[config.mk]
export PLATFORM = sky130hd
export DESIGN_NAME = elevator_call_scheduler
export DESIGN_NICKNAME = d
export VERILOG_FILES = /design/src/rtl/elevator_call_scheduler.sv
export SDC_FILE = /design/constraint.sdc
export NUM_CORES = 1
export LEC_CHECK = 0
export CAP_MARGIN = 10
export CORE_ASPECT_RATIO = 1.5
export CORE_MARGIN = 2
export CORE_UTILIZATION = 59
export DETAILED_ROUTE_END_ITERATION = 12
export GPL_TIMING_DRIVEN = 1
export PLACE_DENSITY_LB_ADDON = 0.05
export SLEW_MARGIN = 25
export SYNTH_ARGS = -nofsm -noshare
export SYNTH_HDL_FRONTEND = slang
export SYNTH_SLANG_ARGS = --single-unit
[constraint.sdc]
create_clock -name i_clk -period 2.6 [get_ports i_clk]
set_input_delay 0.52 -clock i_clk [delete_from_list [all_inputs] [get_ports i_clk]]
set_output_delay 0.52 -clock i_clk [all_outputs]
set_load 0.02 [all_outputs]
[src/rtl/elevator_call_scheduler.sv]
// -----------------------------------------------------------------------------
// elevator_call_scheduler
//
// Collects floor calls into a pending bitmap and hands the motion state machine
// its next target floor using a LOOK sweep: keep serving calls in the current
// direction and reverse only when nothing remains ahead. After each arrival a
// timed door-open phase runs before the next move is requested.
//
// Ports:
//   i_clk            clock, all logic on the rising edge
//   i_rst            synchronous reset, active-high
//   i_req_valid      one-cycle call strobe
//   i_req_floor      floor of the call, sampled with i_req_valid
//   i_current_floor  floor reported by the motion state machine
//   i_car_stopped    1 = motion state machine idle (car not moving)
//   o_target_floor   registered requested floor for the motion state machine
//   o_pending        registered pending-call bitmap, bit i = call at floor i
//   o_dir_up         current sweep direction, 1 = up
//   o_door_open      1 during the door phase
//   o_busy           1 whenever the scheduler is not IDLE
//   o_req_err        one-cycle pulse when a call is rejected (floor out of range)
//
// Build option:
//   IDLE_HOME_EN     when defined, an idle car away from floor 0 is sent home
//                    (target 0, direction down) after HOME_TIMEOUT quiet cycles.
//
// State | meaning
// ------+-----------------------------------------------------------------
// IDLE  | no move requested; waits for a pending call
// MOVE  | target_floor tracks the LOOK choice until the car arrives
// DOOR  | door held open for DOOR_TICKS cycles, then IDLE or next MOVE
// -----------------------------------------------------------------------------
module elevator_call_scheduler #(
  parameter int          NUM_FLOORS   = 10,
  parameter logic [31:0] DOOR_TICKS   = 32'd100000,
  parameter logic [31:0] HOME_TIMEOUT = 32'd1000000
) (
  input  logic                  i_clk,
  input  logic                  i_rst,
  input  logic                  i_req_valid,
  input  logic [3:0]            i_req_floor,
  input  logic [3:0]            i_current_floor,
  input  logic                  i_car_stopped,
  output logic [3:0]            o_target_floor,
  output logic [NUM_FLOORS-1:0] o_pending,
  output logic                  o_dir_up,
  output logic                  o_door_open,
  output logic                  o_busy,
  output logic                  o_req_err
);

  // Elaboration-time parameter sanity checks.
  if (NUM_FLOORS < 1 || NUM_FLOORS > 16) begin : g_bad_num_floors
    $error("elevator_call_scheduler: NUM_FLOORS must be 1..16");
  end
  if (DOOR_TICKS == 32'd0 || HOME_TIMEOUT == 32'd0) begin : g_bad_ticks
    $error("elevator_call_scheduler: DOOR_TICKS and HOME_TIMEOUT must be nonzero");
  end

  typedef enum logic [1:0] {
    ST_IDLE = 2'd0,
    ST_MOVE = 2'd1,
    ST_DOOR = 2'd2
  } state_t;

  state_t                r_state;
  logic [NUM_FLOORS-1:0] r_pending;
  logic [3:0]            r_target_floor;
  logic                  r_dir_up;
  logic                  r_door_open;
  logic                  r_busy;
  logic                  r_req_err;
  logic [31:0]           r_door_cnt;
`ifdef IDLE_HOME_EN
  logic [31:0]           r_idle_cnt;
`endif

  // One-hot views of the request, the car position and the current target.
  // Floors outside 0..NUM_FLOORS-1 simply produce an all-zero mask.
  logic [NUM_FLOORS-1:0] w_req_mask;
  logic [NUM_FLOORS-1:0] w_cur_mask;
  logic [NUM_FLOORS-1:0] w_tgt_mask;

  always_comb begin
    w_req_mask = '0;
    w_cur_mask = '0;
    w_tgt_mask = '0;
    for (int i = 0; i < NUM_FLOORS; i++) begin
      w_req_mask[i] = i_req_valid && (i_req_floor == 4'(i));
      w_cur_mask[i] = (i_current_floor == 4'(i));
      w_tgt_mask[i] = (r_target_floor == 4'(i));
    end
  end

  // Nearest pending call strictly above / strictly below the car.
  logic       w_up_found;
  logic [3:0] w_up_floor;
  logic       w_dn_found;
  logic [3:0] w_dn_floor;

  always_comb begin
    w_up_found = 1'b0;
    w_up_floor = 4'd0;
    w_dn_found = 1'b0;
    w_dn_floor = 4'd0;
    // Scanning downward leaves the lowest hit above the car.
    for (int i = NUM_FLOORS - 1; i >= 0; i--) begin
      if (r_pending[i] && (4'(i) > i_current_floor)) begin
        w_up_found = 1'b1;
        w_up_floor = 4'(i);
      end
    end
    // Scanning upward leaves the highest hit below the car.
    for (int i = 0; i < NUM_FLOORS; i++) begin
      if (r_pending[i] && (4'(i) < i_current_floor)) begin
        w_dn_found = 1'b1;
        w_dn_floor = 4'(i);
      end
    end
  end

  logic       w_any_pend;
  logic       w_pend_here;
  logic [3:0] w_hold_floor;
  logic       w_dir_new;
  logic [3:0] w_tgt_new;
  logic [3:0] w_tgt_keep;
  logic       w_arrive;
  logic       w_absorb;
  logic       w_req_err;
  logic       w_door_tc;

  assign w_any_pend  = |r_pending;
  assign w_pend_here = |(r_pending & w_cur_mask);

  // With nothing pending in the chosen direction the only sensible target is
  // a call at the car itself; failing that the previous target is kept, which
  // always lies inside the valid floor range.
  assign w_hold_floor = w_pend_here ? i_current_floor : r_target_floor;

  // Direction decision on entry to MOVE: keep sweeping while calls remain
  // ahead, otherwise reverse. The target below follows the new direction.
  assign w_dir_new = r_dir_up ? w_up_found : ~w_dn_found;

  assign w_tgt_new  = w_dir_new ? (w_up_found ? w_up_floor : w_hold_floor)
                                : (w_dn_found ? w_dn_floor : w_hold_floor);

  assign w_tgt_keep = r_dir_up  ? (w_up_found ? w_up_floor : w_hold_floor)
                                : (w_dn_found ? w_dn_floor : w_hold_floor);

  assign w_arrive = i_car_stopped && (i_current_floor == r_target_floor) &&
                    |(r_pending & w_tgt_mask);

  // A call for the floor whose door is already open needs no service; it
  // just keeps the door open longer.
  assign w_absorb  = (r_state == ST_DOOR) && |(w_req_mask & w_cur_mask);

  // An in-range strobe always lights exactly one mask bit.
  assign w_req_err = i_req_valid && !(|w_req_mask);

  assign w_door_tc = (r_door_cnt == DOOR_TICKS - 32'd1);

  // Bits set by new calls and bits cleared by service in the same cycle;
  // the clear is applied last so a same-floor call at arrival is dropped.
  logic [NUM_FLOORS-1:0] w_set_mask;
  logic [NUM_FLOORS-1:0] w_clr_mask;

  always_comb begin
    w_set_mask = w_absorb ? '0 : w_req_mask;
    w_clr_mask = '0;
    if (r_state == ST_IDLE && w_pend_here && i_car_stopped) begin
      w_clr_mask = w_cur_mask;
    end else if (r_state == ST_MOVE && w_arrive) begin
      w_clr_mask = w_tgt_mask;
    end
  end

  always_ff @(posedge i_clk) begin
    if (i_rst) begin
      r_state        <= ST_IDLE;
      r_pending      <= '0;
      r_target_floor <= 4'd0;
      r_dir_up       <= 1'b1;
      r_door_open    <= 1'b0;
      r_busy         <= 1'b0;
      r_req_err      <= 1'b0;
      r_door_cnt     <= 32'd0;
`ifdef IDLE_HOME_EN
      r_idle_cnt     <= 32'd0;
`endif
    end else begin
      r_req_err <= w_req_err;
      r_pending <= (r_pending | w_set_mask) & ~w_clr_mask;

      case (r_state)
        ST_IDLE: begin
          if (w_any_pend) begin
            if (w_pend_here && i_car_stopped) begin
              r_state     <= ST_DOOR;
              r_busy      <= 1'b1;
              r_door_open <= 1'b1;
              r_door_cnt  <= 32'd0;
            end else begin
              r_state        <= ST_MOVE;
              r_busy         <= 1'b1;
              r_dir_up       <= w_dir_new;
              r_target_floor <= w_tgt_new;
            end
          end
        end

        ST_MOVE: begin
          if (w_arrive) begin
            r_state     <= ST_DOOR;
            r_door_open <= 1'b1;
            r_door_cnt  <= 32'd0;
          end else begin
            r_target_floor <= w_tgt_keep;
          end
        end

        ST_DOOR: begin
          if (w_absorb) begin
            r_door_cnt <= 32'd0;
          end else if (w_door_tc) begin
            r_door_cnt  <= 32'd0;
            r_door_open <= 1'b0;
            if (!w_any_pend) begin
              r_state <= ST_IDLE;
              r_busy  <= 1'b0;
            end else begin
              r_state        <= ST_MOVE;
              r_dir_up       <= w_dir_new;
              r_target_floor <= w_tgt_new;
            end
          end else begin
            r_door_cnt <= r_door_cnt + 32'd1;
          end
        end

        default: begin
          r_state     <= ST_IDLE;
          r_busy      <= 1'b0;
          r_door_open <= 1'b0;
          r_door_cnt  <= 32'd0;
        end
      endcase

`ifdef IDLE_HOME_EN
      // Quiet-car timer; only IDLE with nothing pending leaves target/dir
      // untouched in the case above, so homing never collides with it.
      if (r_state == ST_IDLE && !w_any_pend && i_car_stopped &&
          !i_req_valid && i_current_floor != 4'd0) begin
        if (r_idle_cnt == HOME_TIMEOUT - 32'd1) begin
          r_idle_cnt     <= 32'd0;
          r_target_floor <= 4'd0;
          r_dir_up       <= 1'b0;
        end else begin
          r_idle_cnt <= r_idle_cnt + 32'd1;
        end
      end else begin
        r_idle_cnt <= 32'd0;
      end
`endif
    end
  end

  assign o_target_floor = r_target_floor;
  assign o_pending      = r_pending;
  assign o_dir_up       = r_dir_up;
  assign o_door_open    = r_door_open;
  assign o_busy         = r_busy;
  assign o_req_err      = r_req_err;

endmodule

Word level (Yosys, flattened, before mapping)
Cells that the tools add are included.
{"block": "classes", "n_addsub": 1, "order_cmp": 20, "n_eq_ne": 40, "mux": 85, "bitwise": 8, "reduce_logical": 56}
{"operator": "32-bit two-way mux", "n": 5}
{"operator": "4-bit two-way mux", "n": 29}
{"operator": "32-bit case mux with 3 select lines", "n": 1}
{"operator": "10-bit OR reduction", "n": 5}
{"operator": "4-bit by 3-bit equality test with 1-bit output, second input constant", "n": 12}
{"operator": "10-bit AND", "n": 4}
{"operator": "1-bit logical AND", "n": 38}
{"operator": "1-bit two-way mux", "n": 37}
{"operator": "32-bit by 1-bit adder with 32-bit output, second input constant", "n": 1}
{"operator": "32-bit by 17-bit equality test with 1-bit output, second input constant", "n": 1}
{"operator": "10-bit two-way mux", "n": 3}
{"operator": "4-bit by 2-bit equality test with 1-bit output, second input constant", "n": 6}
{"operator": "4-bit equality test, second input constant", "n": 6}
{"operator": "3-bit by 4-bit greater-than comparator with 1-bit output, first input constant", "n": 4}
{"operator": "3-bit by 4-bit less-than comparator with 1-bit output, first input constant", "n": 4}
{"operator": "2-bit inequality test, second input constant", "n": 8}
{"operator": "4-bit by 1-bit equality test with 1-bit output, second input constant", "n": 3}
{"operator": "4-bit zero test", "n": 3}
{"operator": "4-bit case mux with 3 select lines", "n": 1}
{"operator": "2-bit two-way mux", "n": 5}
{"operator": "10-bit NOT", "n": 1}
{"operator": "10-bit OR", "n": 1}
{"operator": "5-bit AND reduction", "n": 2}
{"operator": "1-bit by 4-bit greater-than comparator with 1-bit output, first input constant", "n": 2}
{"operator": "21 further kinds", "n": 28}
{"block": "totals", "register_bits": 52, "output_inout_bits": 18, "elab_cells": 218}

Longest topological paths before layout
Gate-level depths: netlist of the first run.
{"block": "logic_depth", "word_depth": 19, "depth_mapped": 10, "ltp_nobuf": 8}

Worst setup path after synthesis of the first run
No wires, ideal clock.
{"block": "synth_timing", "path_kind": "input port to flip-flop", "startpoint": "input i_current_floor[2]", "endpoint": "register r_target_floor[3] (netlist: o_target_floor[3])", "setup_ns": 0.088, "arrival_time_ns": 2.329, "required_ns": 2.512, "setup_slack_ns": 0.183, "stages": 9, "n_path_buf": 2, "cell_sequence": "buf_2 buf_2 o21a_1 a21oi_1 and4bb_2 a31o_2 nand2_1 or4_1 a311oi_2"}
{"block": "synth_via", "elab_chain_len": 19, "elab_cells_between_ends": 114}
{"element": "from (decl)", "line": "42", "text": "input logic [3:0] i_current_floor,"}
{"element": "1-bit by 4-bit less-than comparator with 1-bit output", "line": "115", "text": "if (r_pending[i] && (4'(i) < i_current_floor)) begin"}
{"element": "1-bit logical AND", "line": "115"}
{"element": "1-bit two-way mux (10 in a row)", "line": "115"}
{"element": "1-bit NOT", "line": "143", "text": "assign w_dir_new = r_dir_up ? w_up_found : ~w_dn_found;"}
{"element": "1-bit two-way mux", "line": "143"}
{"element": "4-bit two-way mux", "line": "145", "text": "assign w_tgt_new = w_dir_new ? (w_up_found ? w_up_floor : w_hold_floor)"}
{"element": "4-bit two-way mux", "line": "228", "text": "if (!w_any_pend) begin"}
{"element": "4-bit two-way mux", "line": "225", "text": "end else if (w_door_tc) begin"}
{"element": "4-bit two-way mux", "line": "223", "text": "if (w_absorb) begin"}
{"element": "4-bit case mux with 3 select lines", "line": "195", "text": "case (r_state)"}
{"element": "to (signal assigned)", "line": "207", "text": "r_target_floor <= w_tgt_new;"}
{"element": "to (signal assigned)", "line": "218", "text": "r_target_floor <= w_tgt_keep;"}
{"element": "to (signal assigned)", "line": "234", "text": "r_target_floor <= w_tgt_new;"}
{"element": "to (decl)", "line": "68", "text": "logic [3:0] r_target_floor;"}
Parallel ways exist; a longest one is shown, timed or not. The select of a mux whose other input is x is not followed.
A chain may end at the register's enable or synchronous reset.

Final worst setup path of the first run
{"block": "layout_timing", "startpoint": "input i_current_floor[1]", "endpoint": "register r_door_cnt[20]"}
{"block": "layout_via", "elab_chain_len": 6, "elab_cells_between_ends": 24}
{"element": "4-bit by 1-bit equality test with 1-bit output (tied with other cells)", "line": "90", "text": "w_cur_mask[i] = (i_current_floor == 4'(i));"}
{"element": "10-bit AND (on tied branches)", "line": "156, 134"}
{"element": "10-bit OR reduction (on tied branches)", "line": "156, 134"}
{"element": "1-bit logical AND (on tied branches)", "line": "156, 198"}
{"element": "32-bit two-way mux / 2-bit by 1-bit inequality test with 1-bit output (equally long branches)"}
{"element": "32-bit case mux with 3 select lines / 3-bit AND reduction (equally long branches)"}
{"element": "to (signal assigned)", "line": "237", "text": "r_door_cnt <= r_door_cnt + 32'd1;"}
{"element": "to (decl)", "line": "73", "text": "logic [31:0] r_door_cnt;"}
Parallel ways exist; a longest one is shown, timed or not.

==> summary.txt, run 1 <==
Run status
  – Status: finished, final reports clean

Job
  – # Max-Cap Violations: 0

Clock tree
  – Clk sinks: between 50 and 60
  – H-tree levels: 2
  – Post-CTS Hold Buffers: 0
  – Root Buffer: clkbuf_8
  – CTS Buf Count: 5
  – Clk slew on worst S/H paths: 0.11 ns
  – CTS tree: built
  – Max Root-Sink Buffers: 2
  – Worst-Skew Late Latency: 0.31 ns

Drt
  – Routed wire length: 13.5 mm
  – Drt pass-1 iters: 7
  – WL/cell: 20.5 um
  – Post-route ant nets: 0
  – Vias post-DR: around 4400
  – Initial DRC Count: 382
  – Via-to-Cell Ratio: ~6.7
  – # DRC: 0

Synthesis
  – Syn nets: 507
  – Synth area leader: dfxtp_1
  – Synth Flop Type: dfxtp_1
  – Async SR Flop Fraction: 0
  – Synth Area per Inst: 7.66 sq um
  – Yosys top cell area share: 0.275
  – Count leader, synth: nor2_1
  – Synth cell types: 81
  – Cell count after synthesis: 494
  – Commonest cells post-synth: nor2_1, dfxtp_1, nand2_1
  – Post-Syn Area: 3780 sq um
  – Synthesis warning total: 0
  – EDFF count, synth: 0
  – Top cells by area, synth: dfxtp_1, xnor2_1, nor2_1
  – Register area share after synthesis: 0.275
  – Synth Register Bits: 52

Critical path
  – Kind of critical path: in -> reg
  – Startpoint Class: input port
  – CP Max Fanout: 8
  – Critical Path AT: ~2.7 ns
  – Worst path top cell family by delay: buffers and inverters
  – Critical path buffers and inverters: 6
  – Most frequent CP cell: buf_4
  – Slowest cell delay on critical path: 0.31 ns
  – Crit path cell chain: dlygate4sd2_1 -> buf_6 -> buf_4 -> nor3_4 -> a222oi_1 -> buf_4 -> a21boi_4 -> o221ai_4 -> buf_12 -> buf_16 -> nor4_4 -> xnor2_1 -> nor2_1
  – Worst path required time: 2.81 ns
  – Crit. End Element: register
  – R2R Setup Slk: 0.14 ns
  – Slowest-stage cell, CP: nor4_4

Floorplanning
  – Total Die Area: 7080 sq um
  – Die Wd: 69.4 um
  – Die H: 102 um
  – Row cnt: 35
  – Core area: 6170 sq um
  – Starting density of the core: 0.613
  – Io pins: 30

STA
  – Final min period: roughly 2.5 ns
  – Max Clock Freq: 400 MHz
  – Clk_skew: 0.0169 ns
  – Final Cycle Share: 0.963
  – Slew @ Worst Pin: 0.849 ns
  – Final slew viol count: 0
  – Final worst slack: 0.0971 ns
  – Number of hold violations in the final report: 0
  – Setup Viol. Count Final: 0
  – Max-slew headroom: 0.432

Global route
  – Vias in the first global route: about 4300
  – First-pass GRT wire length: 21.6 mm
  – Gr ovfl total: 0
  – Largest net degree at the start of global routing: 32
  – Total GRT Usage: 0.378
  – Initial antenna violation count: 0

Placed design
  – Post-Place Worst Slack: -0.595 ns
  – I/O Buffers: 29
  – Detailed Place HPWL: 9.13 mm
  – GPL Wtd Cong: 0.966
  – Placed cells: between 600 and 700

Final layout
  – N_diodes: 0
  – Fraction of layout cells with a size suffix above 1: 0.274
  – Final nets: approximately 600
  – Area grow syn2layout: 36.0%
  – Layout Cells excl Fill: ~660

Pwr
  – Power per cell area: 545 nW/um^2
  – Peak ir drop on the vdd network: 0.623 mV
  – Leak Pwr: just under 0.002 uW

Min path
  – Path category of the worst min-delay check: reg -> reg
-- kinds of logic after synthesis --
group / count (synthesis) / synth area share
AOI/OAI and AO/OA: 107 / 0.206
and+or+nand+nor: 237 / 0.334
muxes: 11 / 0.0350
buffers and inverters: 50 / 0.0635
adders and majority gates: 1 / 0.00331
xor gates and xnor gates: 36 / 0.0833
DFF: 52 / 0.275
-- worst register-to-register path, cell delays in order (launching register included) --
cell and delay, ns:
dfxtp_2 0.40, mux2_2 0.30, a222oi_1 0.42, buf_4 0.21
buf_6 0.10, nand2_4 0.06, nor2_4 0.13, nor3_2 0.06
or4_4 0.51, a311oi_2 0.20
-- cells in the final DEF, fill, tap and decap left out, types with 6 or more instances in the layout --
cell type,count
nor3_1,19
a31oi_1,7
dfxtp_1,51
buf_4,81
o21ai_0,14
clkdlybuf4s50_1,21
and3_1,9
nand2b_1,10
xnor2_1,31
nor4_1,8
nor4_2,11
a21oi_1,22
nand3_1,16
and2_1,6
nor4_4,6
nand2_1,36
nor2_1,64
nand4_1,7
inv_1,14
-- metal layers --
| layer | track usage | wire, um |
|---|---|---|
| met1 | 0.421 | 4870 |
| met2 | 0.708 | 7010 |
| met3 | 0.0404 | 899 |
| met4 | 0.198 | 777 |
| met5 | 0 | 0 |
-- metrics by stage --
stage	area [sq um]	hold WS [ns]	utilization	setup TNS [ns]	power, uW
detailed placement	4680	0.469	0.758	-24.78	2070
global route	5150	0.501	0.834	-0.0116	2920
floorplan	3780	0.478	-	0	1630
global placement	4680	0.460	0.758	-23.75	2040
finish	5150	0.489	0.834	0	2800
CTS	5100	0.488	0.826	0	2750
-- area by class of cell --
| cell class | count | area, sq um |
|---|---|---|
| Tap cell | 74 | 92.6 |
| Clock buffer | 6 | 72.6 |
| Fill cell | 373 | 1030 |
| Sequential cell | 52 | 1040 |
| Multi-Input combinational cell | 392 | 2780 |
| Timing Repair Buffer | 121 | 1090 |
| Inverter | 14 | 52.6 |
| Clock inverter | 2 | 16.3 |
-- registers in the layout, summed over array words and instances, names as in the netlist --
signal          cells
o_busy              1
r_door_cnt         32
r_state             2
o_door_open         1
o_req_err           1
o_pending          10
o_dir_up            1
o_target_floor      4
-- power by group --
group,switching [uW],internal [uW],total (uW),leakage [uW]
registers,114,859,973,0.000422
clock network,296,193,489,0.0000414
logic,715,627,1340,0.00148
total,1130,1680,2800,0.00195
-- what timing repair did --
item | CTS | global route
resized for setup | 43 | 31
endpoints found under the setup margin | 49 | 49
buffers inserted | 5 | 1
cloned | 2 | 0
pin swaps | 11 | 10
-- final timing paths --
path | start | endpoint | depth (start not counted)
worst max-delay path | i_current_floor[1] | r_door_cnt[20]$_SDFFE_PP0P_ | 13
worst max register to register | o_pending[3]$_SDFF_PP0_ | o_target_floor[3]$_SDFFE_PP0P_ | 9
worst min register to register | o_busy$_SDFFE_PP0P_ | o_busy$_SDFFE_PP0P_ | 2
worst min-delay path | o_busy$_SDFFE_PP0P_ | o_busy$_SDFFE_PP0P_ | 2
Power figures use the tool's default switching activity.
==> inputs of run 2 (changes only) <==
Settings changed: CAP_MARGIN 10 to 0.
==> results of run 2 <==
The final DEF is identical to that of run 1; final timing and power are the same.
==> inputs of run 3 (changes only) <==
Settings changed: CORE_UTILIZATION 59 to 53.
Clock period 2.6 ns to 2.3 ns, I/O delays scaled along.
==> run 3 against run 2 <==
- die area increased by 11%
- critical path depth decreased by 6
- utilization decreased by 3.1 points
- combinational power increased by 13%
- sequential share of layout area decreased by 1.3 points
- flip-flop and latch count unchanged
- count of clock-buffer cells in the layout unchanged
- clock power increased by 17%
- first-iteration DRC count decreased by 40%
- non-clock buffer count increased by 45
- via count increased by 2.1%
- worst setup slack got worse by 0.085 ns
- critical endpoint is now o_pending[6]$_SDFF_PP0_
- largest cell class unchanged
- largest power group unchanged
==> summary.txt, run 3 (same netlist as run 1, synthesis figures left out) <==
Floorplanning
  – Io pins: 30
  – Die Wd: 73 um
  – Die H: about 110 um
  – Total Die Area: 7850 sq um
  – Row cnt: 37
  – Core area: 6900 sq um
  – Starting density of the core: 0.549

Clock tree
  – H-tree levels: 2
  – Clk sinks: 52
  – Clk slew on worst S/H paths: roughly 0.10 ns
  – CTS tree: built
  – CTS Buf Count: 5
  – Worst-Skew Late Latency: about 0.31 ns
  – Max Root-Sink Buffers: 2
  – Root Buffer: clkbuf_8

Placed design
  – I/O Buffers: 29
  – Area after DPL: 4960 sq um
  – GPL Wtd Cong: 0.960
  – Detailed Place HPWL: 9.97 mm

Critical path
  – Startpoint Class: input port
  – CP Max Fanout: 7
  – Worst path required time: 2.51 ns
  – Kind of critical path: in -> reg
  – Critical Path AT: 2.50 ns
  – Crit. End Element: register

Final layout
  – Final nets: roughly 640
  – Biggest register: r_door_cnt
  – Cell area after layout: about 5500 sq um
  – Fraction of layout cells with a size suffix above 1: 0.369
  – Area grow syn2layout: 46.2%
  – Post-layout util: 0.802
  – Max FFs per register: 32
  – Commonest non-fill, non-tap cell in the layout: buf_4
  – Most frequent cells in the layout: buf_4, nor2_1, dfxtp_1
  – N_diodes: 0

Global route
  – First-pass GRT wire length: roughly 22 mm
  – Largest net degree at the start of global routing: 32
  – Initial antenna violation count: 0
  – Total GRT Usage: 0.354
  – Gr ovfl total: 0
  – Vias in the first global route: 4446

Run status
  – Status: finished, final reports clean

STA
  – Setup Viol. Count Final: 0
  – Slew @ Worst Pin: ~0.59 ns
  – Number of hold violations in the final report: 0
  – Final Hold Slack: 0.500 ns
  – Max Clock Freq: 437 MHz
  – Final Cycle Share: 0.995
  – Max-slew headroom: 0.603
  – Clk_skew: 0.00692 ns
  – Final min period: 2.29 ns
  – RSZ-0062 raised after global routing: yes
  – Final slew viol count: 0
  – Setup TNS: 0 ns

Pwr
  – Leak Pwr: around 0.0021 uW
  – Cell-internal power: roughly 1900 uW
  – Peak ir drop on the vdd network: 0.522 mV
  – Net load switching power: about 1200 uW
  – Clk pwr share: 0.182
  – Sequential power share: 0.337
  – Comb power frac: 0.481
  – Power per cell area: 571 nW/um^2
  – Switching Fraction: 0.395

Drt
  – WL/cell: slightly below 20 um
  – Post-route ant nets: 0
  – Vias post-DR: 4516
  – Initial DRC Count: 230
  – Drt pass-1 iters: 5
  – # DRC: 0
  – Via-to-Cell Ratio: 6.36
  – Routed wire length: around 14 mm

Job
  – # Max-Cap Violations: 0

Min path
  – Path category of the worst min-delay check: reg -> reg
## run 3: metal layers
layer,part of all wire,GRT usage,wire length [um]
met3,0.045,0.0421,627
met1,0.35,0.355,4950
met2,0.54,0.669,7600
met5,0,0,0
met4,0.061,0.212,852
## run 3: cell type report
cell class              count  area [sq um]
fillers                   491          1360
well taps                  78          97.6
flip-flops and latches     52          1050
clock inverters             2          15.0
multi-input cells         392          2860
clock buffers               6          82.6
inverters                  14          52.6
repair buffers            166          1380
## run 3: power by group through the flow
stage / Clock, uW / Combinational (uW) / Sequential, uW
6_report: 574 / 1520 / 1070
5_1_grt: 609 / 1630 / 1070
4_1_cts: 571 / 1430 / 1050
3_5_place_dp: 0 / 1390 / 1070
3_3_place_gp: 0 / 1370 / 1070
2_1_floorplan: 0 / 775 / 1120
## run 3: what timing repair did
action,CTS,global route
endpoints found under the setup margin,51,41
hold buffers,0,0
gates resized for setup,59,45
buffers inserted,17,3
pin swaps,14,13
gates cloned,1,0
## run 3: metrics by stage
step / total power (uW) / std cells / setup slack (ns)
after floorplan: 1890 / 494 / -0.0553
after CTS: 3060 / 707 / 0.000634
after global routing: 3310 / 710 / -0.0798
after global placement: 2440 / 682 / -0.759
final: 3160 / 710 / 0.0124
after detailed placement: 2470 / 682 / -0.835
## run 3: worst max-delay path, stage by stage
cell             delay, ns
clkdlybuf4s50_1       0.44
buf_6                 0.16
or4_4                 0.53
a31o_4                0.26
and2b_2               0.24
and3_4                0.17
o221a_4               0.23
## run 3: worst paths after layout
check,from,end,slack (ns),cells after the start
worst max-delay path,i_req_floor[0],o_pending[6]$_SDFF_PP0_,0.01,7
worst min register to register,o_busy$_SDFFE_PP0P_,o_busy$_SDFFE_PP0P_,0.50,2
worst min-delay path,o_busy$_SDFFE_PP0P_,o_busy$_SDFFE_PP0P_,0.50,2
worst max register to register,r_door_cnt[1]$_SDFFE_PP0P_,o_dir_up$_SDFFE_PP1P_,0.06,9
